## src/rtl/game_round_if.sv

```systemverilog
// game_round_if: start/hit/miss inputs and round status outputs of game_round_sequencer.
interface game_round_if;
    logic       start;
    logic       hit;
    logic       miss;
    logic [1:0] state;
    logic       game_en;
    logic       music_en;
    logic [5:0] time_left;
    logic [7:0] score;
    logic       round_done;
    logic [7:0] high_score;
    modport master (
        output start, hit, miss,
        input  state, game_en, music_en, time_left, score, round_done, high_score
    );
    modport slave (
        input  start, hit, miss,
        output state, game_en, music_en, time_left, score, round_done, high_score
    );
endinterface

```

## src/rtl/game_round_sequencer.sv

```systemverilog
// game_round_sequencer: idle/ready/play/over round sequencer with a seconds countdown and saturating score.
// Define HIGH_SCORE_EN to keep the best completed-round score since reset; otherwise high_score reads 0.
module game_round_sequencer #(
    parameter int CLK_HZ    = 100_000_000,
    parameter int READY_SEC = 3,
    parameter int ROUND_SEC = 30,
    parameter int MAX_SCORE = 99
) (
    input logic         clk,
    input logic         rst_n,
    game_round_if.slave bus
);
    localparam int CW = $clog2(CLK_HZ + 1);
    localparam logic [CW-1:0] TERM = CW'(CLK_HZ - 1);
    typedef enum logic [1:0] {IDLE, READY, PLAY, OVER} state_t;
    state_t        state_q, state_n;
    logic [CW-1:0] cnt_q;
    logic [5:0]    time_q, time_n;
    logic [7:0]    score_q, score_n;
    logic          done_q, done_n;
    logic          game_q, music_q;
    logic [2:0]    sync_q;
    logic          start_evt, tick, up, dn, last;
    assign start_evt = sync_q[1] & ~sync_q[2];
    assign tick      = cnt_q == TERM;
    assign up        = bus.hit & ~bus.miss;
    assign dn        = bus.miss & ~bus.hit;
    assign last      = tick && time_q == 6'd1;
    // two synchronizer stages plus the previous synchronized level for edge detection
    always_ff @(posedge clk or negedge rst_n)
        if (!rst_n) sync_q <= '0;
        else sync_q <= {sync_q[1:0], bus.start};
    always_comb begin
        state_n = state_q;
        time_n  = time_q;
        score_n = score_q;
        done_n  = 1'b0;
        if (start_evt && state_q != READY) begin
            state_n = READY;
            time_n  = 6'(READY_SEC);
            score_n = '0;
        end else if (state_q == READY && tick) begin
            state_n = last ? PLAY : READY;
            time_n  = last ? 6'(ROUND_SEC) : time_q - 6'd1;
        end else if (state_q == PLAY) begin
            score_n = (up && score_q != 8'(MAX_SCORE)) ? score_q + 8'd1 :
                      (dn && score_q != 8'd0)          ? score_q - 8'd1 : score_q;
            state_n = last ? OVER : PLAY;
            time_n  = (tick && time_q != 6'd0) ? time_q - 6'd1 : time_q;
            done_n  = last;
        end
    end
    // the prescaler restarts on every state change so each phase begins with a full second
    always_ff @(posedge clk or negedge rst_n)
        if (!rst_n) begin
            state_q <= IDLE;
            cnt_q   <= '0;
            time_q  <= '0;
            score_q <= '0;
            done_q  <= 1'b0;
            game_q  <= 1'b0;
            music_q <= 1'b0;
        end else begin
            state_q <= state_n;
            cnt_q   <= (state_n != state_q || !(state_q inside {READY, PLAY}) || tick) ? '0 : cnt_q + CW'(1);
            time_q  <= time_n;
            score_q <= score_n;
            done_q  <= done_n;
            game_q  <= state_n == PLAY;
            music_q <= state_n inside {READY, PLAY};
        end
    assign bus.state      = state_q;
    assign bus.game_en    = game_q;
    assign bus.music_en   = music_q;
    assign bus.time_left  = time_q;
    assign bus.score      = score_q;
    assign bus.round_done = done_q;
`ifdef HIGH_SCORE_EN
    logic [7:0] high_q;
    always_ff @(posedge clk or negedge rst_n)
        if (!rst_n) high_q <= '0;
        else if (done_n && score_n > high_q) high_q <= score_n;
    assign bus.high_score = high_q;
`else
    assign bus.high_score = 8'd0;
`endif
endmodule
```

## src/flat_wrapper.sv

```systemverilog
// flat-port wrapper written by rule: the top's interface ports become plain ports
module game_round_sequencer_flat 
#(
    parameter int CLK_HZ    = 100_000_000,
    parameter int READY_SEC = 3,
    parameter int ROUND_SEC = 30,
    parameter int MAX_SCORE = 99
)
  (clk, rst_n, bus_start, bus_hit, bus_miss, bus_state, bus_game_en, bus_music_en, bus_time_left, bus_score, bus_round_done, bus_high_score);
  game_round_if bus_i ();
  input logic clk;
  input logic rst_n;
  input wire logic [$bits(bus_i.start)-1:0] bus_start;
  input wire logic [$bits(bus_i.hit)-1:0] bus_hit;
  input wire logic [$bits(bus_i.miss)-1:0] bus_miss;
  output wire logic [$bits(bus_i.state)-1:0] bus_state;
  output wire logic [$bits(bus_i.game_en)-1:0] bus_game_en;
  output wire logic [$bits(bus_i.music_en)-1:0] bus_music_en;
  output wire logic [$bits(bus_i.time_left)-1:0] bus_time_left;
  output wire logic [$bits(bus_i.score)-1:0] bus_score;
  output wire logic [$bits(bus_i.round_done)-1:0] bus_round_done;
  output wire logic [$bits(bus_i.high_score)-1:0] bus_high_score;
  assign bus_i.start = bus_start;
  assign bus_i.hit = bus_hit;
  assign bus_i.miss = bus_miss;
  assign bus_state = bus_i.state;
  assign bus_game_en = bus_i.game_en;
  assign bus_music_en = bus_i.music_en;
  assign bus_time_left = bus_i.time_left;
  assign bus_score = bus_i.score;
  assign bus_round_done = bus_i.round_done;
  assign bus_high_score = bus_i.high_score;
  game_round_sequencer #(.CLK_HZ(CLK_HZ), .READY_SEC(READY_SEC), .ROUND_SEC(ROUND_SEC), .MAX_SCORE(MAX_SCORE)) u_core (.clk(clk), .rst_n(rst_n), .bus(bus_i));
endmodule
```

## config.mk

```make
export PLATFORM = sky130hd
export DESIGN_NAME = game_round_sequencer_flat
export DESIGN_NICKNAME = d
export VERILOG_FILES = /design/src/rtl/game_round_if.sv /design/src/rtl/game_round_sequencer.sv /design/src/flat_wrapper.sv
export SDC_FILE = /design/constraint.sdc
export NUM_CORES = 1
export LEC_CHECK = 0
export ABC_AREA = 1
export BUFFER_PORTS_ARGS = -buffer_cell sky130_fd_sc_hd__buf_2
export CORE_MARGIN = 2
export CORE_UTILIZATION = 35
export DETAILED_ROUTE_END_ITERATION = 7
export HOLD_SLACK_MARGIN = 0.1
export PLACE_DENSITY = 0.65
export SLEW_MARGIN = 20
export SYNTH_ARGS = -nofsm -noshare
export SYNTH_HDL_FRONTEND = slang
export SYNTH_SLANG_ARGS = --single-unit
```

## constraint.sdc

```tcl
create_clock -name clk -period 2.4 [get_ports clk]
set_input_delay 0.24 -clock clk [delete_from_list [all_inputs] [get_ports clk]]
set_output_delay 0.24 -clock clk [all_outputs]
set_load 0.02 [all_outputs]
```

==> flow_results.xml <==
<?xml version="1.0" encoding="UTF-8"?>
<metrics>
  <group name="yosys">
    <metric name="synthesis.area_per_instance" unit="um2">8.05</metric>
    <metric name="synthTopCellsByArea" unit="">dfrtp_1 40%, nand2_1 8.2%, xor2_1 7.7%</metric>
    <metric name="yosys_register_bits" unit="">49</metric>
    <metric name="synth-main-ff-cell" unit="">dfrtp_1</metric>
    <metric name="yosysUniqueCellTypes" unit="">30</metric>
    <metric name="synth_cells" unit="">381</metric>
    <metric name="synth_top_area_cell" unit="">dfrtp_1</metric>
    <metric name="syn-cell-area" unit="mm2">0.00307</metric>
    <metric name="yosysSeqAreaShare" unit="">0.400</metric>
    <metric name="most_numerous_cell_in_the_yosys_netlist" unit="">nand2_1</metric>
    <metric name="synthDominantCellAreaShare" unit="">0.400</metric>
    <metric name="synth_top_cells_by_count" unit="">67 x nand2_1, 51 x inv_1, 49 x dfrtp_1</metric>
    <metric name="ys.warnings.count" unit="">0</metric>
    <metric name="synthArstFlopShare" unit="">1.00</metric>
    <metric name="synth-edff-count" unit="">0</metric>
  </group>
  <group name="global_route">
    <metric name="grt_first_pass_wirelength" unit="mm">10.5</metric>
    <metric name="grt_use_total" unit="">0.133</metric>
    <metric name="pin_count_of_the_biggest_net_entering_global_routing" unit="">28</metric>
    <metric name="grt_overflow_total" unit="">0</metric>
    <metric name="grt_antenna_before_repair" unit="">0</metric>
    <metric name="first_global_vias" unit="">2344</metric>
  </group>
  <group name="die">
    <metric name="floorplan.core_area" unit="mm2">0.00859</metric>
    <metric name="floorplan.rows" unit="">34</metric>
    <metric name="chipHeight" unit="um">97.6</metric>
    <metric name="floorplan.die_area" unit="mm2">0.00953</metric>
    <metric name="dieWidth" unit="um">97.6</metric>
    <metric name="start_util" unit="">0.357</metric>
    <metric name="top_level_ports" unit="">32</metric>
  </group>
  <group name="layout">
    <metric name="n_antenna_cell" unit="">0</metric>
    <metric name="design.final.nets" unit="">439</metric>
    <metric name="post_synthesis_to_final_layout_area_growth" unit="%">14.9</metric>
    <metric name="final_util" unit="">0.410</metric>
    <metric name="filler_cell_count" unit="">859</metric>
    <metric name="finalInstanceArea" unit="mm2">0.00353</metric>
    <metric name="fraction_of_final_layout_cells_with_drive_strength_greater_than_1" unit="">0.209</metric>
  </group>
  <group name="power">
    <metric name="pwr-share-seq" unit="">0.454</metric>
    <metric name="combPwrFrac" unit="">0.304</metric>
    <metric name="power.density_cell_area" unit="mW/mm2">618</metric>
    <metric name="power_report.internal_total" unit="mW">1.38</metric>
    <metric name="part_of_the_power_in_the_clock_network" unit="">0.242</metric>
    <metric name="switching_share" unit="">0.368</metric>
    <metric name="p_leak" unit="nW">1.73</metric>
    <metric name="worst_ir_drop_vdd" unit="uV">333</metric>
    <metric name="finalPower" unit="mW">2.18</metric>
    <metric name="power_switching" unit="mW">0.801</metric>
  </group>
  <group name="route">
    <metric name="post_detailed_route_count_of_antenna_violating_nets" unit="">0</metric>
    <metric name="drt-total-wl" unit="mm">6.03</metric>
    <metric name="wl_per_cell" unit="um">11.4</metric>
    <metric name="drtIter0Drc" unit="">109</metric>
    <metric name="routed-via-count" unit="">2456</metric>
    <metric name="drc_violation_count_after_routing" unit="">0</metric>
    <metric name="route.detailed.vias_per_inst" unit="">4.64</metric>
    <metric name="drtPass1Iterations" unit="">4</metric>
  </group>
  <group name="timing">
    <metric name="finalCritPeriodShare" unit="">0.951</metric>
    <metric name="fin_worst_skew" unit="ns">0.0109</metric>
    <metric name="timing.final.crit_period" unit="ns">2.28</metric>
    <metric name="setup_violations" unit="">0</metric>
    <metric name="whs" unit="ns">0.353</metric>
    <metric name="grt_setup_unrepaired" unit="">yes</metric>
    <metric name="slew_violations" unit="">0</metric>
    <metric name="max_clock_freq" unit="MHz">438</metric>
    <metric name="timing.final.ws_setup" unit="ns">0.118</metric>
    <metric name="hold_violations" unit="">0</metric>
  </group>
  <group name="setup_path">
    <metric name="worstSetupEndpoint" unit="">u_core.bus.score[7]</metric>
    <metric name="critPathLaunchType" unit="">flip-flop</metric>
    <metric name="crit_path_end_kind" unit="">flip-flop</metric>
    <metric name="endpoint_of_the_worst_register_to_register_path" unit="">u_core.bus.score[7]</metric>
    <metric name="worst_ep_arrival_time" unit="ns">2.52</metric>
    <metric name="cp_cell_sequence" unit="">nor2_2 -&gt; nand3_1 -&gt; or2_2 -&gt; nand3_2 -&gt; buf_4 -&gt; ha_1 -&gt; a21oi_1 -&gt; o21bai_2 -&gt; nand2_1 -&gt; o311ai_0 -&gt; xor2_1 -&gt; o21ai_1</metric>
    <metric name="cp_data_required_time" unit="ns">2.64</metric>
    <metric name="slowest_stage" unit="">dfrtp_2</metric>
    <metric name="path_length_in_cells_of_the_critical_path" unit="">12</metric>
    <metric name="maximum_cell_stage_delay_along_the_critical_path" unit="ns">0.44</metric>
    <metric name="worstSetupPathType" unit="">flip-flop to flip-flop</metric>
    <metric name="timing.rr.start" unit="">u_core.bus.score[4]</metric>
    <metric name="startpoint" unit="">u_core.bus.score[4]</metric>
    <metric name="reg2reg_slack" unit="ns">0.12</metric>
    <metric name="cp_max_fo" unit="">7</metric>
    <metric name="cp_top_family" unit="">simple AND/OR/NAND/NOR gates</metric>
    <metric name="reg2regPathDepth" unit="">12</metric>
    <metric name="timing.critical_path.buf_inv" unit="">1</metric>
  </group>
  <group name="clocking">
    <metric name="cts_tree" unit="">done</metric>
    <metric name="clk-insertion-delay-late" unit="ns">0.31</metric>
    <metric name="clock-root-buffer" unit="">clkbuf_8</metric>
    <metric name="clock_buffers_created_by_tritoncts" unit="">5</metric>
    <metric name="cts.sinks" unit="">49</metric>
    <metric name="cts-root-to-sink-buffers" unit="">2</metric>
    <metric name="clk_transition_reported_paths" unit="ns">0.10</metric>
    <metric name="clock_tree.htree_level_count" unit="">2</metric>
  </group>
  <group name="place">
    <metric name="routabilityCongestion" unit="">0.875</metric>
    <metric name="dpl.hpwl" unit="mm">4.74</metric>
    <metric name="placement.io_buffers" unit="">23</metric>
    <metric name="postPlaceCellArea" unit="mm2">0.00335</metric>
    <metric name="pre_cts_ws" unit="ns">-0.00181</metric>
  </group>
  <group name="worst_hold_path">
    <metric name="hp-class" unit="">input port to async pin</metric>
  </group>
  <group name="status">
    <metric name="outcome" unit="">finished, final reports clean</metric>
  </group>
  <group name="flow_run">
    <metric name="cap_violations" unit="">0</metric>
  </group>
</metrics>
==> timing repair <==
action	in CTS	in global routing
hold buffers	2	0
setup buffers	0	1
gates resized for setup	1	10
endpoints found under the hold margin	13	0
endpoints found under the setup margin	1	4
pin swaps	1	2
==> through the flow <==
stage                     cells  setup TNS [ns]
after detailed placement    518        -0.00181
after floorplan             388               0
after CTS                   528               0
final                       529               0
after global placement      518               0
after global routing        529         -0.0921
==> how the worst min path moves through the flow <==
| stage | startpoint | end | slack, ns | cells past startpoint |
|---|---|---|---|---|
| floorplan | rst_n | u_core.bus.game_en | -0.06 | 0 |
| global placement | rst_n | u_core.cnt_q[1] | 0.16 | 1 |
| detailed placement | rst_n | u_core.cnt_q[1] | 0.15 | 1 |
| CTS | u_core.sync_q[0] | u_core.sync_q[1] | 0.36 | 0 |
| global route | u_core.sync_q[0] | u_core.sync_q[1] | 0.37 | 0 |
| finish | rst_n | u_core.cnt_q[5] | 0.35 | 2 |
==> cell families (layout without fill, tap and decap cells) <==
logic type,after synthesis,count (layout),share of synthesized area
other,1,8,0.00122
buffers and inverters,62,95,0.0905
flip-flops,49,49,0.400
adder cells (fa/ha/maj),14,14,0.0595
AND/OR/NAND/NOR,191,191,0.299
AO/OA/AOI/OAI,29,29,0.0506
XOR/XNOR,35,35,0.0999
==> power by group through the flow <==
| stage | Combinational, mW | Clock (mW) | Sequential (mW) |
|---|---|---|---|
| after floorplan | 0.451 | 0 | 1.05 |
| after global placement | 0.655 | 0 | 1.01 |
| after detailed placement | 0.664 | 0 | 1.01 |
| after CTS | 0.669 | 0.543 | 0.991 |
| after global routing | 0.755 | 0.577 | 1.00 |
| final | 0.662 | 0.527 | 0.988 |
==> registers in the layout, indices dropped and copies added, names as in the netlist <==
register / flops
u_core.bus.game_en: 1
u_core.bus.music_en: 1
u_core.bus.round_done: 1
u_core.bus.score: 8
u_core.bus.state: 2
u_core.bus.time_left: 6
u_core.cnt_q: 27
u_core.sync_q: 3
==> routing by layer <==
metal  track usage  wire length, um  share of wire
met1         0.178             2960           0.49
met2         0.221             2790           0.46
met3        0.0288              212          0.035
met4        0.0321               57         0.0095
met5             0                0              0
==> cell type report <==
class / count / area, um2 / area share
well taps: 108 / 135 / 0.0383
flip-flops and latches: 49 / 1230 / 0.348
clock buffers: 6 / 82.6 / 0.0234
repair buffers: 35 / 223 / 0.0632
inverters: 52 / 195 / 0.0554
clock inverters: 2 / 17.5 / 0.00497
multi-input cells: 277 / 1640 / 0.466
==> worst register-to-register path: cells and delay by family, from the launching register on <==
kind                     cells  cell delay (ns)
AO/OA/AOI/OAI                4             0.53
XOR/XNOR                     1             0.19
adder cells (fa/ha/maj)      1             0.24
buffers and inverters        1             0.17
flip-flops                   1             0.44
AND/OR/NAND/NOR              5             0.65
==> layout by cell type, fill, tap and decap left out, types with 6 or more instances in the layout <==
cell,synthesis,layout
nand2_1,67,67
inv_1,51,50
dfrtp_1,49,47
nor2_1,40,38
nand3_1,31,30
xor2_1,27,27
nor2_2,24,26
buf_2,0,23
o21ai_0,15,13
ha_1,13,12
buf_4,8,9
nand4_1,8,8
xnor2_1,8,8
a21oi_1,9,8
conb_1,1,8
nor3_1,6,6
clkbuf_8,0,6
No activity file was read; power rests on OpenSTA's default activity.
